<file path="src/rtl/bellek_islem_birimi_pkg.sv">
// Shared constants for the memory-access stage: widths, micro-op codes,
// FSM state encoding and the registered request payload layout.
package bellek_islem_birimi_pkg;

  localparam int unsigned ADRES_BIT = 32;
  localparam int unsigned VERI_BIT  = 32;
  localparam int unsigned VERI_BYTE = 4;
  localparam int unsigned HEDEF_BIT = 5;
  localparam int unsigned ISLEM_BIT = 4;

  localparam logic HIGH = 1'b1;
  localparam logic LOW  = 1'b0;

  // Micro-op codes: bit 3 marks a store, bits [2:0] are the RISC-V funct3.
  localparam logic [ISLEM_BIT-1:0] BI_LB  = 4'b0000;
  localparam logic [ISLEM_BIT-1:0] BI_LH  = 4'b0001;
  localparam logic [ISLEM_BIT-1:0] BI_LW  = 4'b0010;
  localparam logic [ISLEM_BIT-1:0] BI_LBU = 4'b0100;
  localparam logic [ISLEM_BIT-1:0] BI_LHU = 4'b0101;
  localparam logic [ISLEM_BIT-1:0] BI_SB  = 4'b1000;
  localparam logic [ISLEM_BIT-1:0] BI_SH  = 4'b1001;
  localparam logic [ISLEM_BIT-1:0] BI_SW  = 4'b1010;
  localparam int unsigned BI_YAZ_BIT = 3;

  typedef enum logic [1:0] {
    BOSTA = 2'd0,
    ISTEK = 2'd1,
    BEKLE = 2'd2
  } durum_t;

  // Request fields held stable towards veri_yolu_birimi.
  typedef struct packed {
    logic [ADRES_BIT-1:0] adres;
    logic [VERI_BYTE-1:0] maske;
    logic [VERI_BIT-1:0]  veri;
  } istek_t;

  function automatic logic islem_gecerli(input logic [ISLEM_BIT-1:0] islem);
    case (islem)
      BI_LB, BI_LH, BI_LW, BI_LBU, BI_LHU, BI_SB, BI_SH, BI_SW: return HIGH;
      default: return LOW;
    endcase
  endfunction

endpackage

</file>
<file path="src/rtl/bellek_veri_hizalayici.sv">
// Combinational lane logic: store replication + byte mask and misalignment
// check for the offered op, and shift/extension of the returned load word
// for the registered op.
//   i_yurut_islem/i_yurut_ofs/i_yurut_veri : op, address[1:0], rs2 from execute
//   i_kayit_islem/i_kayit_ofs              : op and offset latched at acceptance
//   i_bellek_veri                          : aligned load word
//   o_maske_c/o_veri_c                     : byte mask and lane-aligned store data
//   o_hizasiz_c                            : offered op is misaligned
//   o_yuk_veri_c                           : extended load result
module bellek_veri_hizalayici
  import bellek_islem_birimi_pkg::*;
(
  input  logic [ISLEM_BIT-1:0] i_yurut_islem,
  input  logic [1:0]           i_yurut_ofs,
  input  logic [VERI_BIT-1:0]  i_yurut_veri,
  input  logic [ISLEM_BIT-1:0] i_kayit_islem,
  input  logic [1:0]           i_kayit_ofs,
  input  logic [VERI_BIT-1:0]  i_bellek_veri,
  output logic [VERI_BYTE-1:0] o_maske_c,
  output logic [VERI_BIT-1:0]  o_veri_c,
  output logic                 o_hizasiz_c,
  output logic [VERI_BIT-1:0]  o_yuk_veri_c
);

  logic [VERI_BIT-1:0] w_kaydirilmis;

  // Store side: replicate the source across lanes, mask selects the lanes.
  always_comb begin
    o_maske_c = '0;
    o_veri_c  = '0;
    case (i_yurut_islem)
      BI_SB: begin
        o_veri_c  = {4{i_yurut_veri[7:0]}};
        o_maske_c = 4'(4'b0001 << i_yurut_ofs);
      end
      BI_SH: begin
        o_veri_c  = {2{i_yurut_veri[15:0]}};
        o_maske_c = 4'(4'b0011 << i_yurut_ofs);
      end
      BI_SW: begin
        o_veri_c  = i_yurut_veri;
        o_maske_c = 4'b1111;
      end
      default: ;
    endcase
  end

  // Halfwords need an even address, words a 4-byte aligned one.
  always_comb begin
    o_hizasiz_c = LOW;
    case (i_yurut_islem)
      BI_LH, BI_LHU, BI_SH: o_hizasiz_c = i_yurut_ofs[0];
      BI_LW, BI_SW:         o_hizasiz_c = |i_yurut_ofs;
      default: ;
    endcase
  end

  assign w_kaydirilmis = i_bellek_veri >> {i_kayit_ofs, 3'b000};

  always_comb begin
    o_yuk_veri_c = '0;
    case (i_kayit_islem)
      BI_LB:  o_yuk_veri_c = {{24{w_kaydirilmis[7]}}, w_kaydirilmis[7:0]};
      BI_LBU: o_yuk_veri_c = {24'd0, w_kaydirilmis[7:0]};
      BI_LH:  o_yuk_veri_c = {{16{w_kaydirilmis[15]}}, w_kaydirilmis[15:0]};
      BI_LHU: o_yuk_veri_c = {16'd0, w_kaydirilmis[15:0]};
      BI_LW:  o_yuk_veri_c = w_kaydirilmis;
      default: ;
    endcase
  end

endmodule

</file>
<file path="src/rtl/bellek_islem_birimi.sv">
// Memory-access stage: accepts one load/store micro-op, issues a single
// request to veri_yolu_birimi, waits for completion and returns the result
// to writeback. One op in flight; bib_hazir_o stalls execute while busy.
//   yurut_*          : op offer from execute (sampled only at acceptance)
//   bib_istek_*/bib_veri_o : request towards veri_yolu_birimi
//   bellek_*         : ready / load data / completion pulse from downstream
//   gy_*             : writeback completion (one-cycle pulse)
//   hizasiz_o        : misaligned-access exception pulse
module bellek_islem_birimi
  import bellek_islem_birimi_pkg::*;
(
  input  logic                 clk_i,
  input  logic                 rstn_i,
  input  logic                 yurut_gecerli_i,
  input  logic [ISLEM_BIT-1:0] yurut_islem_i,
  input  logic [ADRES_BIT-1:0] yurut_adres_i,
  input  logic [VERI_BIT-1:0]  yurut_veri_i,
  input  logic [HEDEF_BIT-1:0] yurut_hedef_i,
  output logic                 bib_hazir_o,
  output logic                 bib_istek_gecerli_o,
  output logic                 bib_istek_yaz_o,
  output logic                 bib_istek_oku_o,
  output logic [ADRES_BIT-1:0] bib_istek_adres_o,
  output logic [VERI_BYTE-1:0] bib_istek_maske_o,
  output logic [VERI_BIT-1:0]  bib_veri_o,
  input  logic                 bellek_hazir_i,
  input  logic [VERI_BIT-1:0]  bellek_veri_i,
  input  logic                 bellek_gecerli_i,
  output logic                 gy_gecerli_o,
  output logic                 gy_yaz_o,
  output logic [HEDEF_BIT-1:0] gy_hedef_o,
  output logic [VERI_BIT-1:0]  gy_veri_o,
  output logic                 hizasiz_o
);

  durum_t               r_durum, w_durum;
  istek_t               r_istek, w_istek;
  logic [ISLEM_BIT-1:0] r_islem, w_islem;
  logic [1:0]           r_ofs, w_ofs;
  logic [HEDEF_BIT-1:0] r_hedef, w_hedef;
  logic                 r_hazir, w_hazir;
  logic                 r_gecerli, w_gecerli;
  logic                 r_yaz, w_yaz;
  logic                 r_oku, w_oku;
  logic                 r_hizasiz, w_hizasiz;
  logic                 r_gy_gecerli, w_gy_gecerli;
  logic                 r_gy_yaz, w_gy_yaz;
  logic [HEDEF_BIT-1:0] r_gy_hedef, w_gy_hedef;
  logic [VERI_BIT-1:0]  r_gy_veri, w_gy_veri;

  logic [VERI_BYTE-1:0] w_maske_c;
  logic [VERI_BIT-1:0]  w_veri_c;
  logic                 w_hizasiz_c;
  logic [VERI_BIT-1:0]  w_yuk_veri_c;

  bellek_veri_hizalayici u_hizalayici (
    .i_yurut_islem (yurut_islem_i),
    .i_yurut_ofs   (yurut_adres_i[1:0]),
    .i_yurut_veri  (yurut_veri_i),
    .i_kayit_islem (r_islem),
    .i_kayit_ofs   (r_ofs),
    .i_bellek_veri (bellek_veri_i),
    .o_maske_c     (w_maske_c),
    .o_veri_c      (w_veri_c),
    .o_hizasiz_c   (w_hizasiz_c),
    .o_yuk_veri_c  (w_yuk_veri_c)
  );

  // State register.
  always_ff @(posedge clk_i or negedge rstn_i) begin
    if (!rstn_i) r_durum <= BOSTA;
    else         r_durum <= w_durum;
  end

  // Next state and next values of every registered output.
  always_comb begin
    w_durum      = r_durum;
    w_istek      = r_istek;
    w_islem      = r_islem;
    w_ofs        = r_ofs;
    w_hedef      = r_hedef;
    w_gecerli    = r_gecerli;
    w_yaz        = r_yaz;
    w_oku        = r_oku;
    w_hizasiz    = LOW;
    w_gy_gecerli = LOW;
    w_gy_yaz     = r_gy_yaz;
    w_gy_hedef   = r_gy_hedef;
    w_gy_veri    = r_gy_veri;

    case (r_durum)
      BOSTA: begin
        if (yurut_gecerli_i) begin
          if (w_hizasiz_c) begin
            w_hizasiz = HIGH;
          end else if (islem_gecerli(yurut_islem_i)) begin
            w_istek.adres = yurut_adres_i;
            w_istek.maske = w_maske_c;
            w_istek.veri  = w_veri_c;
            w_islem       = yurut_islem_i;
            w_ofs         = yurut_adres_i[1:0];
            w_hedef       = yurut_hedef_i;
            w_gecerli     = HIGH;
            w_yaz         = yurut_islem_i[BI_YAZ_BIT];
            w_oku         = ~yurut_islem_i[BI_YAZ_BIT];
            w_durum       = ISTEK;
          end
        end
      end
      ISTEK: begin
        // Completion pulses are not expected before the handshake.
        if (bellek_hazir_i) begin
          w_gecerli = LOW;
          w_yaz     = LOW;
          w_oku     = LOW;
          w_durum   = BEKLE;
        end
      end
      BEKLE: begin
        if (bellek_gecerli_i) begin
          w_gy_gecerli = HIGH;
          w_gy_yaz     = ~r_islem[BI_YAZ_BIT];
          w_gy_hedef   = r_hedef;
          w_gy_veri    = r_islem[BI_YAZ_BIT] ? '0 : w_yuk_veri_c;
          w_durum      = BOSTA;
        end
      end
      default: w_durum = BOSTA;
    endcase

    w_hazir = (w_durum == BOSTA);
  end

  // Output and context registers.
  always_ff @(posedge clk_i or negedge rstn_i) begin
    if (!rstn_i) begin
      r_istek      <= '0;
      r_islem      <= '0;
      r_ofs        <= '0;
      r_hedef      <= '0;
      r_hazir      <= HIGH;
      r_gecerli    <= LOW;
      r_yaz        <= LOW;
      r_oku        <= LOW;
      r_hizasiz    <= LOW;
      r_gy_gecerli <= LOW;
      r_gy_yaz     <= LOW;
      r_gy_hedef   <= '0;
      r_gy_veri    <= '0;
    end else begin
      r_istek      <= w_istek;
      r_islem      <= w_islem;
      r_ofs        <= w_ofs;
      r_hedef      <= w_hedef;
      r_hazir      <= w_hazir;
      r_gecerli    <= w_gecerli;
      r_yaz        <= w_yaz;
      r_oku        <= w_oku;
      r_hizasiz    <= w_hizasiz;
      r_gy_gecerli <= w_gy_gecerli;
      r_gy_yaz     <= w_gy_yaz;
      r_gy_hedef   <= w_gy_hedef;
      r_gy_veri    <= w_gy_veri;
    end
  end

  assign bib_hazir_o         = r_hazir;
  assign bib_istek_gecerli_o = r_gecerli;
  assign bib_istek_yaz_o     = r_yaz;
  assign bib_istek_oku_o     = r_oku;
  assign bib_istek_adres_o   = r_istek.adres;
  assign bib_istek_maske_o   = r_istek.maske;
  assign bib_veri_o          = r_istek.veri;
  assign gy_gecerli_o        = r_gy_gecerli;
  assign gy_yaz_o            = r_gy_yaz;
  assign gy_hedef_o          = r_gy_hedef;
  assign gy_veri_o           = r_gy_veri;
  assign hizasiz_o           = r_hizasiz;

endmodule

</file>
<file path="config.mk">
export PLATFORM = sky130hd
export DESIGN_NAME = bellek_islem_birimi
export DESIGN_NICKNAME = d
export VERILOG_FILES = /design/src/rtl/bellek_islem_birimi_pkg.sv /design/src/rtl/bellek_veri_hizalayici.sv /design/src/rtl/bellek_islem_birimi.sv
export SDC_FILE = /design/constraint.sdc
export NUM_CORES = 1
export LEC_CHECK = 0
export BUFFER_PORTS_ARGS = -buffer_cell sky130_fd_sc_hd__buf_2
export CAP_MARGIN = 20
export CORE_ASPECT_RATIO = 0.6
export CORE_UTILIZATION = 50
export CTS_BUF_LIST = sky130_fd_sc_hd__clkbuf_4 sky130_fd_sc_hd__clkbuf_8 sky130_fd_sc_hd__clkbuf_16
export CTS_CLUSTER_DIAMETER = 50
export DETAILED_ROUTE_END_ITERATION = 6
export PLACE_DENSITY = 0.82
export SYNTH_ARGS = -nofsm -noshare
export SYNTH_HDL_FRONTEND = slang
export SYNTH_SLANG_ARGS = --single-unit
</file>
<file path="constraint.sdc">
create_clock -name clk_i -period 3.6 [get_ports clk_i]
set_input_delay 0 -clock clk_i [delete_from_list [all_inputs] [get_ports clk_i]]
set_output_delay 0 -clock clk_i [all_outputs]
set_load 0.01 [all_outputs]
</file>
# Yosys cells after proc, flatten, opt, wreduce, memory -nomap -nowiden
# Memories as Yosys holds them, arrays and structs flattened.
# Cells that the tools add are included.
[totals]
register_bits = 125
mem_bits_ro = 16
wordCells = 81
memories = 1
[op_classes]
n_eq_ne = 16
shift = 3
n_mux = 32
bitwise_logic = 3
n_reduce_logical = 10
[memory_table]
columns = ["memory", "words", "width", "rd", "rd_clocked_by_memory_dff", "wr", "line_no", "rtl"]
rows = [
  ["(no name shown)", 16, 1, 1, 0, 0, "bellek_islem_birimi_pkg.sv:39", "case (islem)"],
]
[op_table]
columns = ["operator", "n"]
rows = [
  ["32-bit one-hot mux with 5 select lines", 1],
  ["32-bit one-hot mux with 3 select lines", 1],
  ["32-bit two-way mux", 1],
  ["32-bit by 5-bit right shift with 32-bit output", 1],
  ["1-bit two-way mux", 18],
  ["4-bit by 3-bit equality test with 1-bit output (second input constant)", 3],
  ["4-bit equality test (second input constant)", 3],
  ["4-bit one-hot mux with 3 select lines", 1],
  ["2-bit two-way mux", 5],
  ["4-bit by 1-bit equality test with 1-bit output (second input constant)", 2],
  ["4-bit by 2-bit equality test with 1-bit output (second input constant)", 2],
  ["2-bit != test (second input constant)", 4],
  ["1-bit one-hot mux with 2 select lines", 4],
  ["2-bit one-hot mux with 3 select lines", 1],
  ["5-bit AND reduction", 1],
  ["2-bit zero test", 2],
  ["4-bit zero test", 1],
  ["4-bit AND reduction", 1],
  ["2-bit OR reduction", 2],
  ["1-bit by 2-bit left shift with 4-bit output (first input constant)", 1],
  ["2-bit by 2-bit left shift with 4-bit output (first input constant)", 1],
  ["1-bit inverter", 3],
  ["3-bit OR reduction", 1],
  ["2-bit by 1-bit equality test with 1-bit output (second input constant)", 1],
  ["3 further kinds", 3],
]

# Logic depth before layout (Yosys ltp)
# Gate-level depths: netlist of the first run.
[logic_depth]
ltp_word = 11
depth_mapped = 7

# By module
# Synthesis of the first run repeated with hierarchy kept, for this count alone.
[hier_totals]
cells_unflattened = 556
hier_area_um2 = 6089.6
[modules_own_cells]
columns = ["mod", "instances", "cells_each", "area_each_um2", "seq_area_each_um2"]
rows = [
  ["bellek_islem_birimi", 1, 342, 4762.1, 3079.2],
  ["bellek_veri_hizalayici", 1, 214, 1327.5, 0.0],
]

# Worst setup path after synthesis of the first run
# Ideal clock, no wire load.
[synth_timing]
kind = "register -> register"
from = "register r_durum[0]"
to = "register r_istek (netlist bit bib_veri_o[17])"
arrival_time_ns = 1.798
required_ns = 3.474
setup_slack_ns = 1.676
path_stages_with_launch = 6
synth_period_minus_slack_ns = 1.924
path_cell_list = "dfrtp_1 > or3b_1 > buf_2 > or4_4 > buf_6 > a221o_1"
[synth_between]
elab_chain_cells = 2
[synth_lines]
columns = ["item", "line_no", "rtl"]
rows = [
  ["from (decl)", "bellek_islem_birimi.sv:36", "durum_t r_durum, w_durum;"],
  ["from (signal assigned)", "bellek_islem_birimi.sv:72", "else r_durum <= w_durum;"],
  ["2-bit zero test", "bellek_islem_birimi.sv:91", "case (r_durum)"],
  ["4-bit AND reduction (no line)", "-", ""],
  ["to (signal assigned)", "bellek_islem_birimi.sv:151", "r_istek <= w_istek;"],
  ["to (decl)", "bellek_islem_birimi.sv:37", "istek_t r_istek, w_istek;"],
]
# No other way between the ends.
# A chain may end at the register's enable or synchronous reset.

# Final worst setup path of the first run
[layout_timing]
from = "register r_durum[0]"
to = "register r_istek (netlist bit bib_veri_o[20])"
# The elaborated chain is that of the path after synthesis.

==> impl_metrics.env, run 1 <==
export IMPL_slowest_stage="or4_4"
export IMPL_synth_flop_cell="dfrtp_1"
export IMPL_path_clk_slew_ps=60
export IMPL_ys_ff_latch=123
export IMPL_hold_viol_final=0
export IMPL_finalWorstSetupSlack_ps=792.8
export IMPL_via_per_inst=5.702
export IMPL_stdcell_count=932
export IMPL_cp_required_ps=3880
export IMPL_arrival_ps=3090
export IMPL_p_comb_frac=0.334
export IMPL_ios=222
export IMPL_min_period_over_period=0.7798
export IMPL_async_flop_share=1.000
export IMPL_grt_pass1_vias=5235
export IMPL_rsz0062_at_grt="false"
export IMPL_htree_levels=4
export IMPL_p_leak_nw=4.223
export IMPL_drc=0
export IMPL_mostFrequentLayoutCells="buf_2, dfrtp_1, dlygate4sd3_1, nand2_1, mux2_2"
export IMPL_path_class="flop to flop"
export IMPL_total_power_mw=5.763
export IMPL_start_util=0.5195
export IMPL_cts_tree="built"
export IMPL_dieArea_um2=11520
export IMPL_syn_num_nets=583
export IMPL_yosys_warnings=0
export IMPL_crit_fanout=39
export IMPL_drv_cap=0
export IMPL_dp_worst_setup_slack_ps=941.5
export IMPL_crit_chain="or3b_1 -> or4_4 -> a221o_1 -> dlygate4sd3_1"
export IMPL_routedWlPerCell_um=19.85
export IMPL_drtIter0Drc=386
export IMPL_grt_max_degree=79
export IMPL_fin_crit_ps=2807
export IMPL_final_common_cell="buf_2"
export IMPL_dpl_cell_count=804
export IMPL_cts_sinks=123
export IMPL_finalClockSkew_ps=7.589
export IMPL_finalSetupTns_ps=0
export IMPL_grt_usage=0.3266
export IMPL_power_switching_mw=2.016
export IMPL_p_clk_frac=0.272
export IMPL_drv_slew=0
export IMPL_antenna_left=0
export IMPL_synth_cells=473
export IMPL_setup_violations=0
export IMPL_post_dp_hpwl_um=11640
export IMPL_num_vias=5314
export IMPL_synthDistinctLibCells=49
export IMPL_gr_total_overflow=0
export IMPL_wirelength_um=18500
export IMPL_insertion_delay_ps=410
export IMPL_netlist_area_leader_share=0.5509
export IMPL_syn_to_final_growth_pct=48.48
export IMPL_synth_edf_count=0
export IMPL_synth_top_area_cell="dfrtp_1"
export IMPL_dr_pass1_iters=5
export IMPL_clockBufferDepth=2
export IMPL_post_cts_buffers=0
export IMPL_place_congestion=0.9366
export IMPL_final_nets=890
export IMPL_ir_drop_mv=0.5196
export IMPL_fp_dieW_um=137.9
export IMPL_p_sw_frac=0.3498
export IMPL_hp_class="input pin to flop"
export IMPL_status="completed"
export IMPL_numCtsBuffers=17
export IMPL_grt_first_pass_wirelength_um=28100
export IMPL_synth_area_per_cell_um2=11.72
export IMPL_diodes=0
export IMPL_synthTopCellsByArea="dfrtp_1, mux2_2, mux2i_1"
export IMPL_row_count=29
export IMPL_syn_area_um2=5542
export IMPL_ys_seq_area_frac=0.5557
export IMPL_place_area_um2=6705
export IMPL_power_frac_seq=0.394
export IMPL_stdcell_area_um2=8228
export IMPL_slew_headroom=0.2726
export IMPL_final_layout_size_suffix_gt1_frac=0.3821
export IMPL_cts_root_buf="clkbuf_16"
export IMPL_coreArea_um2=10670
export IMPL_end_kind="flop"
export IMPL_max_freq_ghz=0.3562
export IMPL_port_buffers=221
export IMPL_dieHeight_um=83.55
export IMPL_start_kind="flop"
export IMPL_internal_power_mw=3.747
export IMPL_worstMarginPinSlew_ps=1091
export IMPL_crit_path_max_incr_delay_ps=710
export IMPL_powerDensity_nw_per_um2=700.4
export IMPL_antenna_found_initial=1
## cell usage after synthesis, types with 2 or more instances
master,number
dfrtp_1,122
nand2_1,47
mux2_2,37
mux2i_1,28
nor2_1,26
a22o_1,18
clkbuf_1,15
o21ai_0,15
buf_2,14
a21oi_1,13
a221o_1,13
and2_1,11
nor2b_1,11
a21o_1,10
o2bb2ai_1,10
a211o_1,8
nand3_1,8
o211ai_1,8
a32o_1,7
mux2_1,6
inv_1,4
nand2b_1,4
buf_1,3
nor3_1,3
a211oi_1,2
a22oi_1,2
and2_0,2
nand3b_1,2
nor3b_1,2
o21a_1,2
or3_1,2
## layer usage
metal | vias up | GRT usage | share of wire
met4 | 2 | 0.09684 | 0.014
met1 | 2643 | 0.4323 | 0.42
li1 | 2339 | - | -
met5 | - | 0 | 0.00070
met3 | 26 | 0.09897 | 0.093
met2 | 304 | 0.5159 | 0.47
## critical path, delay by kind of cell (launching register included)
family                 cells  cell delay [ps]
flip-flops                 1              410
buffers and inverters      1              560
AO/OA/AOI/OAI              1              440
AND/OR/NAND/NOR            2             1250
## power groups by stage
stage	Combinational, mW	Clock, mW	Sequential [mW]
after floorplan	0.866	0	2.38
after global placement	1.74	0	2.22
after detailed placement	1.79	0	2.25
after CTS	1.89	1.58	2.24
after global routing	2.09	1.65	2.33
final	1.93	1.57	2.27
## registers in the layout (all words and copies together) (netlist names)
| signal | count |
|---|---|
| bib_hazir_o | 1 |
| bib_istek_adres_o | 32 |
| bib_istek_gecerli_o | 1 |
| bib_istek_maske_o | 4 |
| bib_istek_oku_o | 1 |
| bib_istek_yaz_o | 1 |
| bib_veri_o | 32 |
| gy_gecerli_o | 1 |
| gy_hedef_o | 5 |
| gy_veri_o | 32 |
| gy_yaz_o | 1 |
| hizasiz_o | 1 |
| r_durum | 2 |
| r_hedef | 5 |
| r_islem | 4 |
## final timing paths
path,to,slack (ps),cells past startpoint,startpoint
min reg2reg,gy_hedef_o[1],460,2,r_hedef[1]
min,gy_veri_o[11],20,4,bellek_veri_i[19]
max reg2reg,bib_veri_o[20],790,4,r_durum[0]
min in group asynchronous,gy_veri_o[5],490,3,rstn_i
max,bib_veri_o[20],790,4,r_durum[0]
max in group asynchronous,r_hedef[1],2170,5,rstn_i
## kinds of logic (layout without fill, tap and decap cells)
| kind of cell | after synthesis | in the layout | share of synthesized area |
|---|---|---|---|
| mux | 71 | 71 | 0.1380 |
| simple gates | 128 | 128 | 0.1167 |
| buf+inv | 38 | 358 | 0.03093 |
| compound gates | 112 | 112 | 0.1571 |
| flops | 123 | 123 | 0.5557 |
| xor+xnor | 1 | 1 | 0.001581 |
## per-stage QoR
stage	util	hold WS, ps
6_report	0.7713	17.54
2_1_floorplan	-	-295.6
5_1_grt	0.7713	16.90
3_3_place_gp	0.6285	206.8
4_1_cts	0.7666	6.102
3_5_place_dp	0.6285	221.2
## repair_timing
action / CTS / global route
hold endpoints to repair: 165 / 7
gates resized for setup: 0 / 0
hold buffers: 92 / 1
## area by class of cell
| cell class | instances | area (um2) |
|---|---|---|
| Clock inverter | 14 | 112.6 |
| Tap cell | 139 | 173.9 |
| Multi-Input combinational cell | 312 | 2291 |
| Clock buffer | 18 | 439.2 |
| Fill cell | 668 | 2440 |
| Timing Repair Buffer | 322 | 2117 |
| Inverter | 4 | 15.01 |
| Sequential cell | 123 | 3079 |
Note: power is estimated with default switching activity, not from simulation.
==> inputs of run 2 (changes only) <==
- CORE_UTILIZATION: 50 -> 44
- PLACE_DENSITY: 0.82 -> 0.77
- clock period: 3.6 -> 2.3 ns (I/O delays scaled with it)
==> run 2 against run 1 <==
Net effect:
- critical path depth is 1 higher
- count of clock-buffer cells in the layout is 1 higher
- routed wire length is 3.1% lower
- via count is 0.28% lower
- setup slack worse by 580 ps
- non-clock buffer count is 12 higher
- hold slack better by 17 ps
- critical path type unchanged
- core utilization is 7.9 points lower
- die area is 13% higher
- final area is 2.5% higher
==> impl_metrics.env, run 2 (synthesis results as in run 1) <==
export IMPL_status="completed"
export IMPL_finalSetupTns_ps=0
export IMPL_ios=222
export IMPL_dieHeight_um=88.93
export IMPL_numCtsBuffers=17
export IMPL_htree_levels=4
export IMPL_ir_drop_mv=0.4061
export IMPL_final_layout_size_suffix_gt1_frac=0.3876
export IMPL_syn_to_final_growth_pct=52.18
export IMPL_post_dp_hpwl_um=11750
export IMPL_setup_violations=0
export IMPL_grtUsageMet3=0.08776
export IMPL_grt_max_degree=56
export IMPL_p_leak_nw=4.299
export IMPL_place_congestion=0.9351
export IMPL_dr_pass1_iters=5
export IMPL_min_period_over_period=0.9056
export IMPL_port_buffers=221
export IMPL_path_clk_slew_ps=60
export IMPL_clockBufferDepth=2
export IMPL_coreArea_um2=12180
export IMPL_crit_fanout=42
export IMPL_finalClockSkew_ps=10.08
export IMPL_num_vias=5299
export IMPL_busiest_layer="met2"
export IMPL_drtIter0Drc=413
export IMPL_slew_headroom=0.2402
export IMPL_cts_root_buf="clkbuf_16"
export IMPL_place_area_um2=6853
export IMPL_cp_required_ps=2590
export IMPL_hold_viol_final=0
export IMPL_cts_sinks=123
export IMPL_worstMarginPinSlew_ps=1137
export IMPL_final_common_cell="buf_2"
export IMPL_met2_usage=0.4377
export IMPL_grt_pass1_vias=5235
export IMPL_num_fill_cells=839
export IMPL_routedWlPerCell_um=18.48
export IMPL_antenna_found_initial=0
export IMPL_powerDensity_nw_per_um2=1106
export IMPL_hp_class="input pin to flop"
export IMPL_gr_total_overflow=0
export IMPL_max_freq_ghz=0.4801
export IMPL_stdcell_area_um2=8433
export IMPL_grt_usage=0.2828
export IMPL_row_count=31
export IMPL_end_kind="flop"
export IMPL_drv_cap=0
export IMPL_insertion_delay_ps=410
export IMPL_rsz0062_at_grt="false"
export IMPL_dieArea_um2=13060
export IMPL_start_util=0.4550
export IMPL_drc=0
export IMPL_fin_crit_ps=2083
export IMPL_wirelength_um=17920
export IMPL_arrival_ps=2370
export IMPL_grt_first_pass_wirelength_um=27920
export IMPL_cts_resized_gates=0
export IMPL_final_nets=902
export IMPL_grt_use_met1=0.3764
export IMPL_mostFrequentLayoutCells="buf_2, dfrtp_1, dlygate4sd3_1, nand2_1, mux2_2"
export IMPL_cts_tree="built"
export IMPL_drv_slew=0
export IMPL_path_class="flop to flop"
export IMPL_fp_dieW_um=146.9
export IMPL_antenna_left=0
export IMPL_via_per_inst=5.463
export IMPL_diodes=0
export IMPL_start_kind="flop"
==> run 2: layout make-up <==
type / instances / area [um2] / area share
Clock buffer: 19 / 452.9 / 0.05371
Clock inverter: 13 / 166.4 / 0.01973
Inverter: 4 / 15.01 / 0.001780
Multi-Input combinational cell: 312 / 2291 / 0.2717
Sequential cell: 123 / 3079 / 0.3651
Tap cell: 165 / 206.4 / 0.02448
Timing Repair Buffer: 334 / 2222 / 0.2635
==> run 2: timing repair <==
item	4_1_cts	5_1_grt
setup buffers	0	0
endpoints found under the hold margin	141	0
hold buffers	96	0
==> run 2: per-stage QoR <==
step	instances	setup slack (ps)	power, mW	hold WS [ps]	utilization
after CTS	970	255.0	9.309	15.53	0.6924
final	970	217.2	9.327	34.53	0.6924
after global placement	842	308.0	6.251	32.29	0.5627
after floorplan	473	375.7	5.085	-295.6	-
after global routing	970	108.2	9.830	17.16	0.6924
after detailed placement	842	254.7	6.380	42.90	0.5627
==> run 2: final timing paths <==
path,start,endpoint,slack [ps],cells past startpoint
setup / recovery,r_durum[0],bib_istek_adres_o[25],220,5
setup reg to reg,r_durum[0],bib_istek_adres_o[25],220,5
min in group asynchronous,rstn_i,gy_veri_o[3],130,2
hold / removal,yurut_veri_i[18],bib_veri_o[18],30,3
hold reg to reg,r_hedef[4],gy_hedef_o[4],470,2
max in group asynchronous,rstn_i,bib_veri_o[5],1410,3
==> run 2: layer usage <==
layer,vias up,part of all wire
li1,2363,-
met1,2570,0.42
met2,322,0.46
met3,44,0.096
met4,0,0.023
met5,-,0
==> run 2: worst max-delay path, stage by stage (launching register included) <==
cell,delay (ps)
dfrtp_1,420
or3b_1,410
buf_4,170
nor4_4,260
buf_12,290
mux2_2,400
==> run 2: report_power, final <==
group	leakage (nW)	internal (mW)	switching (mW)
registers	1.57	2.96	0.514
logic	2.44	1.50	1.58
clock network	0.284	1.77	1.00
